[config.mk]
export PLATFORM = sky130hd
export DESIGN_NAME = pw_digit_entry
export DESIGN_NICKNAME = d
export VERILOG_FILES = /design/src/rtl/pw_digit_entry.sv
export SDC_FILE = /design/constraint.sdc
export NUM_CORES = 1
export LEC_CHECK = 0
export CORE_MARGIN = 2
export CORE_UTILIZATION = 45
export DETAILED_ROUTE_END_ITERATION = 8
export PLACE_DENSITY = 0.59
export SYNTH_ARGS = -nofsm -noshare
export SYNTH_HDL_FRONTEND = slang
export SYNTH_SLANG_ARGS = --single-unit
[constraint.sdc]
create_clock -name clk -period 3.1 [get_ports clk]
set_input_delay 0.93 -clock clk [delete_from_list [all_inputs] [get_ports clk]]
set_output_delay 0.93 -clock clk [all_outputs]
set_load 0.05 [all_outputs]
[src/rtl/pw_digit_entry.sv]
// Password keypad front end: 2-FF sync, debounced button, one-clock digit strobe, per-sequence count and idle abort.
// Latency: strobe DEBOUNCE_CYCLES+2 clocks after btn_raw rises; all outputs registered; no backpressure (strobe is fire-and-forget).
module pw_digit_entry #(
    parameter int BITS            = 4,
    parameter int DEBOUNCE_CYCLES = 500000,
    parameter int DB_W            = 20,
    parameter int TIMEOUT_CYCLES  = 250000000,
    parameter int TO_W            = 28
) (
    input  logic            clk,
    input  logic            rst_a,
    input  logic            btn_raw,
    input  logic [BITS-1:0] sw_raw,
    output logic            digit_valid,
    output logic [BITS-1:0] digit,
    output logic            btn_level,
    output logic [2:0]      entry_count,
    output logic            entry_timeout
);

    localparam logic [1:0] S_LOW  = 2'd0;
    localparam logic [1:0] S_RISE = 2'd1;
    localparam logic [1:0] S_HIGH = 2'd2;
    localparam logic [1:0] S_FALL = 2'd3;

    localparam logic [DB_W-1:0] DB_LAST = DB_W'(DEBOUNCE_CYCLES - 1);
    // The timer is cleared on the very edge it would reach TIMEOUT_CYCLES-1, so the last stored value is one below.
    localparam logic [TO_W-1:0] TO_LAST = TO_W'(TIMEOUT_CYCLES - 2);

    logic            r_btn_m, r_btn_s;
    logic [BITS-1:0] r_sw_m, r_sw_s;
    logic [1:0]      r_state;
    logic [DB_W-1:0] r_cnt;
    logic [TO_W-1:0] r_timer;
    logic            r_digit_valid;
    logic [BITS-1:0] r_digit;
    logic            r_btn_level;
    logic [2:0]      r_entry_count;
    logic            r_entry_timeout;

    logic [1:0]      w_state_nxt;
    logic [DB_W-1:0] w_cnt_nxt;
    logic            w_press;

    always_comb begin
        w_state_nxt = r_state;
        w_cnt_nxt   = r_cnt;
        w_press     = 1'b0;
        case (r_state)
            S_LOW: begin
                if (r_btn_s) begin
                    w_state_nxt = S_RISE;
                    w_cnt_nxt   = DB_W'(1);
                end
            end
            S_RISE: begin
                if (!r_btn_s) begin
                    w_state_nxt = S_LOW;
                    w_cnt_nxt   = '0;
                end else if (r_cnt == DB_LAST) begin
                    w_state_nxt = S_HIGH;
                    w_cnt_nxt   = '0;
                    w_press     = 1'b1;
                end else begin
                    w_cnt_nxt   = r_cnt + DB_W'(1);
                end
            end
            S_HIGH: begin
                if (!r_btn_s) begin
                    w_state_nxt = S_FALL;
                    w_cnt_nxt   = DB_W'(1);
                end
            end
            S_FALL: begin
                if (r_btn_s) begin
                    w_state_nxt = S_HIGH;
                    w_cnt_nxt   = '0;
                end else if (r_cnt == DB_LAST) begin
                    w_state_nxt = S_LOW;
                    w_cnt_nxt   = '0;
                end else begin
                    w_cnt_nxt   = r_cnt + DB_W'(1);
                end
            end
            default: begin
                w_state_nxt = S_LOW;
                w_cnt_nxt   = '0;
            end
        endcase
    end

    always_ff @(posedge clk or posedge rst_a) begin
        if (rst_a) begin
            r_btn_m         <= 1'b0;
            r_btn_s         <= 1'b0;
            r_sw_m          <= '0;
            r_sw_s          <= '0;
            r_state         <= S_LOW;
            r_cnt           <= '0;
            r_timer         <= '0;
            r_digit_valid   <= 1'b0;
            r_digit         <= '0;
            r_btn_level     <= 1'b0;
            r_entry_count   <= 3'd0;
            r_entry_timeout <= 1'b0;
        end else begin
            r_btn_m       <= btn_raw;
            r_btn_s       <= r_btn_m;
            r_sw_m        <= sw_raw;
            r_sw_s        <= r_sw_m;
            r_state       <= w_state_nxt;
            r_cnt         <= w_cnt_nxt;
            r_btn_level   <= (w_state_nxt == S_HIGH) || (w_state_nxt == S_FALL);
            r_digit_valid <= w_press;
            if (w_press) begin
                r_digit <= r_sw_s;
            end

            // A strobe outranks an expiring timer: the digit extends the sequence instead of being lost.
            r_entry_timeout <= 1'b0;
            if (r_digit_valid) begin
                r_entry_count <= (r_entry_count == 3'd4) ? 3'd1 : r_entry_count + 3'd1;
                r_timer       <= '0;
            end else if (r_entry_count == 3'd0) begin
                r_timer       <= '0;
            end else if (r_timer == TO_LAST) begin
                r_entry_timeout <= 1'b1;
                r_entry_count   <= 3'd0;
                r_timer         <= '0;
            end else begin
                r_timer <= r_timer + TO_W'(1);
            end
        end
    end

    assign digit_valid   = r_digit_valid;
    assign digit         = r_digit;
    assign btn_level     = r_btn_level;
    assign entry_count   = r_entry_count;
    assign entry_timeout = r_entry_timeout;

endmodule

## Yosys cells after proc, flatten, opt, wreduce, memory -nomap -nowiden

Cells that the tools add are included.
Widths: inputs -> output; s select.

| operators by class | value |
|---|---|
| equality and inequality tests | 11 |
| reduce and logical (&&, ||, !) cells | 6 |
| muxes and demuxes | 26 |
| add/sub/neg operators | 3 |

Operators by type and width:

| operator | count |
|---|---|
| $mux 20 | 5 |
| $mux 28 | 3 |
| $pmux 20 s4 | 1 |
| $add 28x1->28 const B | 1 |
| $eq 28x28->1 const B | 1 |
| $add 20x1->20 const B | 1 |
| $eq 20x19->1 const B | 1 |
| $mux 2 | 6 |
| $mux 3 | 4 |
| $eq 2x2->1 const B | 4 |
| $pmux 2 s4 | 1 |
| $mux 1 | 6 |
| $ne 2x2->1 const B | 3 |
| $reduce_and 2->1 | 2 |
| $add 3x1->3 const B | 1 |
| $eq 3x3->1 const B | 1 |
| $logic_not 3->1 | 1 |
| $eq 2x1->1 const B | 1 |
| $logic_not 2->1 | 1 |
| $reduce_bool 2->1 | 1 |
| $logic_or 1x1->1 | 1 |

| word-level totals | value |
|---|---|
| input port bits | 7 |
| word-level logic and storage cells | 58 |
| register bits | 70 |

## Depth between registers and ports, before layout

| depth | value |
|---|---|
| word-level depth | 6 |
| mapped depth | 8 |
| depth with buffers taken out | 6 |

## Worst setup path before layout

No wires, ideal clock.

| timing path | value |
|---|---|
| kind | reg-to-reg |
| start point | reg r_cnt[9] |
| end point | reg r_digit[0], in the netlist digit[0] |
| clock period less this slack | 2.041 ns |
| library setup time | 0.125 ns |
| cell stages (with the launch flop) | 6 |
| data required time | 2.975 ns |
| setup slack | 1.059 ns |
| data arrival time | 1.916 ns |
| cells stage by stage | dfrtp_1 -> or4_1 -> nor3_2 -> and2_1 -> and4b_1 -> mux2_2 |

| between the ends | value |
|---|---|
| word-level cells in the longest chain between the ends | 4 |

Ends and longest elaborated chain:

| item | line | source |
|---|---|---|
| from (decl) | 33 | `logic [DB_W-1:0] r_cnt;` |
| from (signal assigned) | 112 | `r_cnt <= w_cnt_nxt;` |
| $eq 20x19->1 | 60 | `end else if (r_cnt == DB_LAST) begin` |
| $mux 1 | 60 |  |
| $mux 1 | 57 | `if (!r_btn_s) begin` |
| $mux 1 | 49 | `case (r_state)` |
| to (signal assigned) | 116 | `r_digit <= r_sw_s;` |
| to (decl) | 36 | `logic [BITS-1:0] r_digit;` |

Every way passes these cells.
A chain may end at the register's enable or synchronous reset.

## Final worst setup path

| timing path | value |
|---|---|
| start point | reg r_digit_valid, in the netlist digit_valid |
| end point | out digit_valid |

RTL lines:

| item | line | source |
|---|---|---|
| from (decl) | 35 | `logic r_digit_valid;` |
| from (signal assigned) | 114 | `r_digit_valid <= w_press;` |
| to (decl) | 14 | `output logic digit_valid,` |

No word-level cell between the ends.

==> metrics.txt <==
# TYPE chip_impl_metric gauge
chip_impl_metric{name="placement.io_buffers",unit=""} 16
chip_impl_info{name="primary_flip_flop_cell_chosen_by_synthesis_mapping",value="dfrtp_1"} 1
chip_impl_metric{name="drt_drc_violations_left",unit=""} 0
chip_impl_info{name="rsz0062_at_grt",value="false"} 1
chip_impl_metric{name="first_global_vias",unit=""} 2402
chip_impl_metric{name="timing.reg2reg.worst_path_depth",unit=""} 6
chip_impl_metric{name="final.setup.tns",unit="ns"} 0
chip_impl_info{name="tritoncts",value="built"} 1
chip_impl_info{name="post-synth-top-count-cell",value="dfrtp_1"} 1
chip_impl_metric{name="maxCapViolations",unit=""} 0
chip_impl_metric{name="drt-vias-per-instance",unit=""} 5.29
chip_impl_metric{name="initial_utilization",unit=""} 0.463
chip_impl_info{name="worstHoldStart",value="r_btn_m"} 1
chip_impl_info{name="worst_r2r_startpoint",value="r_timer[12]"} 1
chip_impl_metric{name="synth_edf_count",unit=""} 0
chip_impl_metric{name="critPathArrivalTime",unit="ns"} 1.73
chip_impl_metric{name="num_io_pins",unit=""} 17
chip_impl_metric{name="min_path_cells",unit=""} 0
chip_impl_metric{name="post_route_cells_drive_above_1_share",unit=""} 0.0970
chip_impl_metric{name="cts_hold_buf",unit=""} 0
chip_impl_info{name="critical_path.reg2reg.endpoint",value="r_timer[13]"} 1
chip_impl_metric{name="setup_viol",unit=""} 0
chip_impl_metric{name="max_stage_delay",unit="ns"} 0.86
chip_impl_metric{name="min_period_over_period",unit=""} 0.857
chip_impl_metric{name="die_x",unit="um"} 90.4
chip_impl_metric{name="synth.distinct_cells",unit=""} 47
chip_impl_metric{name="grt_antenna_before_repair",unit=""} 0
chip_impl_metric{name="max_slew_margin",unit=""} 0.486
chip_impl_metric{name="postSynthCellCount",unit=""} 334
chip_impl_metric{name="nets",unit=""} 368
chip_impl_metric{name="post-dp-hpwl",unit="mm"} 4.39
chip_impl_metric{name="core",unit="um^2"} 7250
chip_impl_metric{name="postSynth.asyncResetShare",unit=""} 1.00
chip_impl_info{name="netlist_top_cells_count",value="69 x dfrtp_1, 44 x nor2_1, 28 x nand3_1"} 1
chip_impl_metric{name="worst_slew_pin_slew",unit="ns"} 0.769
chip_impl_metric{name="power.static_leakage",unit="nW"} 1.58
chip_impl_info{name="crit_family",value="buffers and inverters"} 1
chip_impl_metric{name="dr_total_vias",unit=""} 2435
chip_impl_metric{name="htree_levels",unit=""} 3
chip_impl_info{name="category_of_the_most_critical_setup_path",value="register to output port"} 1
chip_impl_metric{name="timing.final.hold_violations",unit=""} 0
chip_impl_metric{name="detail_route.wl_per_cell",unit="um"} 14.1
chip_impl_metric{name="powerDensity",unit="nW/um^2"} 446
chip_impl_metric{name="postRouteAntennaNets",unit=""} 0
chip_impl_metric{name="cts.sink_count",unit=""} 69
chip_impl_info{name="run_status",value="complete, no violations"} 1
chip_impl_metric{name="synth-seq-cells",unit=""} 69
chip_impl_info{name="critPathLaunchType",value="register"} 1
chip_impl_metric{name="maxClockFrequency",unit="GHz"} 0.376
chip_impl_metric{name="die_area",unit="um^2"} 8170
chip_impl_metric{name="synth_area_per_cell",unit="um^2"} 10.1
chip_impl_metric{name="cts.reportedPaths.clkPinSlew",unit="ns"} 0.08
chip_impl_metric{name="finalWorstPathRequiredPeriod",unit="ns"} 2.66
chip_impl_metric{name="pin_count_of_the_biggest_net_entering_global_routing",unit=""} 29
chip_impl_metric{name="path_max_fanout",unit=""} 11
chip_impl_metric{name="grt_overflow_total",unit=""} 0
chip_impl_metric{name="die_y",unit="um"} 90.4
chip_impl_metric{name="finalClockSkew",unit="ns"} 0.00842
chip_impl_metric{name="grt_first_pass_wirelength",unit="mm"} 11.5
chip_impl_metric{name="crit_buf_inv",unit=""} 1
chip_impl_metric{name="synth.yosys.warnings",unit=""} 0
chip_impl_metric{name="gpl.final_weighted_congestion",unit=""} 0.845
chip_impl_metric{name="synth.yosys.seq_area_share",unit=""} 0.514
chip_impl_metric{name="cts_resized",unit=""} 0
chip_impl_info{name="critical_path.cell_chain",value="clkdlybuf4s50_1"} 1
chip_impl_info{name="synth_area_leaders",value="dfrtp_1 51%, xor2_1 6.5%, nor2_1 4.9%, nand3_1 4.2%, nand2_1 2.7%"} 1
chip_impl_info{name="holdPathEnd",value="r_btn_s"} 1
chip_impl_metric{name="routed_wirelength",unit="mm"} 6.50
chip_impl_metric{name="critical_path_required",unit="ns"} 2.17
chip_impl_metric{name="synth_top_area_frac",unit=""} 0.514
chip_impl_info{name="crit_path_top_delay_cell",value="clkdlybuf4s50_1"} 1
chip_impl_info{name="cts.root.buffer_cell",value="clkbuf_8"} 1
chip_impl_metric{name="clk-insertion-delay-late",unit="ns"} 0.35
chip_impl_metric{name="clockBufferDepth",unit=""} 2
chip_impl_metric{name="core_occupancy_in_the_finished_layout",unit=""} 0.527
chip_impl_info{name="worstHoldPathType",value="register to register"} 1
chip_impl_metric{name="antenna_cells",unit=""} 0
chip_impl_metric{name="syn_to_final_growth",unit="%"} 13.9
chip_impl_metric{name="detailed_router_s_first_iteration_violation_count",unit=""} 95
chip_impl_metric{name="slew_viol_final",unit=""} 0
chip_impl_metric{name="detailedRoute.firstPassIterationCount",unit=""} 4
chip_impl_metric{name="post_cts_buffers",unit=""} 0
chip_impl_metric{name="std_cell_rows",unit=""} 31
chip_impl_metric{name="total_nets_after_synthesis",unit=""} 346
chip_impl_metric{name="tritoncts.num_buffers",unit=""} 9
chip_impl_metric{name="reg2reg_slack",unit="ns"} 0.87
chip_impl_metric{name="globalRouteTotalUtil",unit=""} 0.176
chip_impl_info{name="synth_largest_area_cell",value="dfrtp_1"} 1
chip_impl_info{name="worst_setup_path_end_kind",value="output port"} 1
chip_impl_metric{name="vdd_ir_drop_max",unit="mV"} 0.216
chip_impl_metric{name="post_synth_instance_area",unit="um^2"} 3360
per-layer routing:
metal  vias up  GRT usage  wire length (um)
met2        34      0.269              3070
li1       1215          -                 -
met3        10     0.0359               159
met1      1176      0.240              3170
met5         -          0                 0
met4         0     0.0833               106
worst register-to-register path, stage by stage, from the launching register on:
cell and delay (ns):
dfrtp_1 0.40, nand4_1 0.15, or4_1 0.50, nor4_2 0.50
nand2b_1 0.17, buf_4 0.29, nor2_1 0.10
cell usage in the layout (no fill, tap or decap), types with 2 or more instances in the layout:
master,count
dfrtp_1,69
nor2_1,44
nand3_1,28
xor2_1,25
nand2_1,24
clkdlybuf4s50_1,16
nand4_1,13
a21oi_1,12
o21ai_0,10
and3_1,9
clkbuf_8,9
inv_1,8
and2_1,8
or3_1,6
buf_4,6
mux2_2,5
and4_1,5
xnor2_1,5
ha_1,5
nand2b_1,4
nor3_1,4
mux2i_1,4
or4_1,3
nor4_1,2
and4b_1,2
o211ai_1,2
nor3b_1,2
or2_2,2
a21o_1,2
clkinvlp_4,2
clkinv_2,2
metrics by stage:
step	setup slack, ns	hold slack, ns	cell area (um^2)	power (W)	instances
floorplan	0.430	0.331	3360	0.000973	334
finish	0.442	0.354	3820	0.00171	460
global placement	0.829	0.335	3630	0.00100	444
detailed placement	0.807	0.336	3630	0.00100	444
CTS	0.423	0.357	3820	0.00174	460
global route	0.373	0.359	3820	0.00179	460
registers in the layout (all words and copies together) (netlist names):
signal and count:
r_state 1, r_sw_s 4, r_sw_m 4, btn_level 1, r_cnt 20, digit_valid 1, r_btn_s 1, entry_count 3
digit 4, entry_timeout 1, r_timer 28, r_btn_m 1
worst max path at each step:
stage,startpoint,end,slack [ns],cells past startpoint
3_5_place_dp,digit_valid,digit_valid,0.81,1
4_1_cts,digit_valid,digit_valid,0.42,1
5_1_grt,digit_valid,digit_valid,0.37,1
6_report,digit_valid,digit_valid,0.44,1
3_3_place_gp,digit_valid,digit_valid,0.83,1
2_1_floorplan,rst_a,btn_level,0.43,1
report_power, final:
part | internal [W] | switching (W)
Clock | 0.000370 | 0.000354
Combinational | 0.0000246 | 0.0000401
Sequential | 0.000911 | 0.00000723
area by class of cell:
class	instances	area (um^2)
fill	658	3430
sequential	69	1730
multi-input combinational	244	1520
timing repair buffer	23	225
clock buffer	10	128
tap	99	124
clock inverter	6	63.8
inverter	9	33.8
cell families after synthesis:
kind of cell             Yosys count  synth area share
buffers and inverters             21            0.0324
XOR/XNOR                          30            0.0782
AO/OA/AOI/OAI                     35            0.0645
multiplexers                       9            0.0287
flip-flops                        69             0.514
AND/OR/NAND/NOR                  165             0.263
adder cells (fa/ha/maj)            5            0.0186
Note: power is estimated with default switching activity, not from simulation.
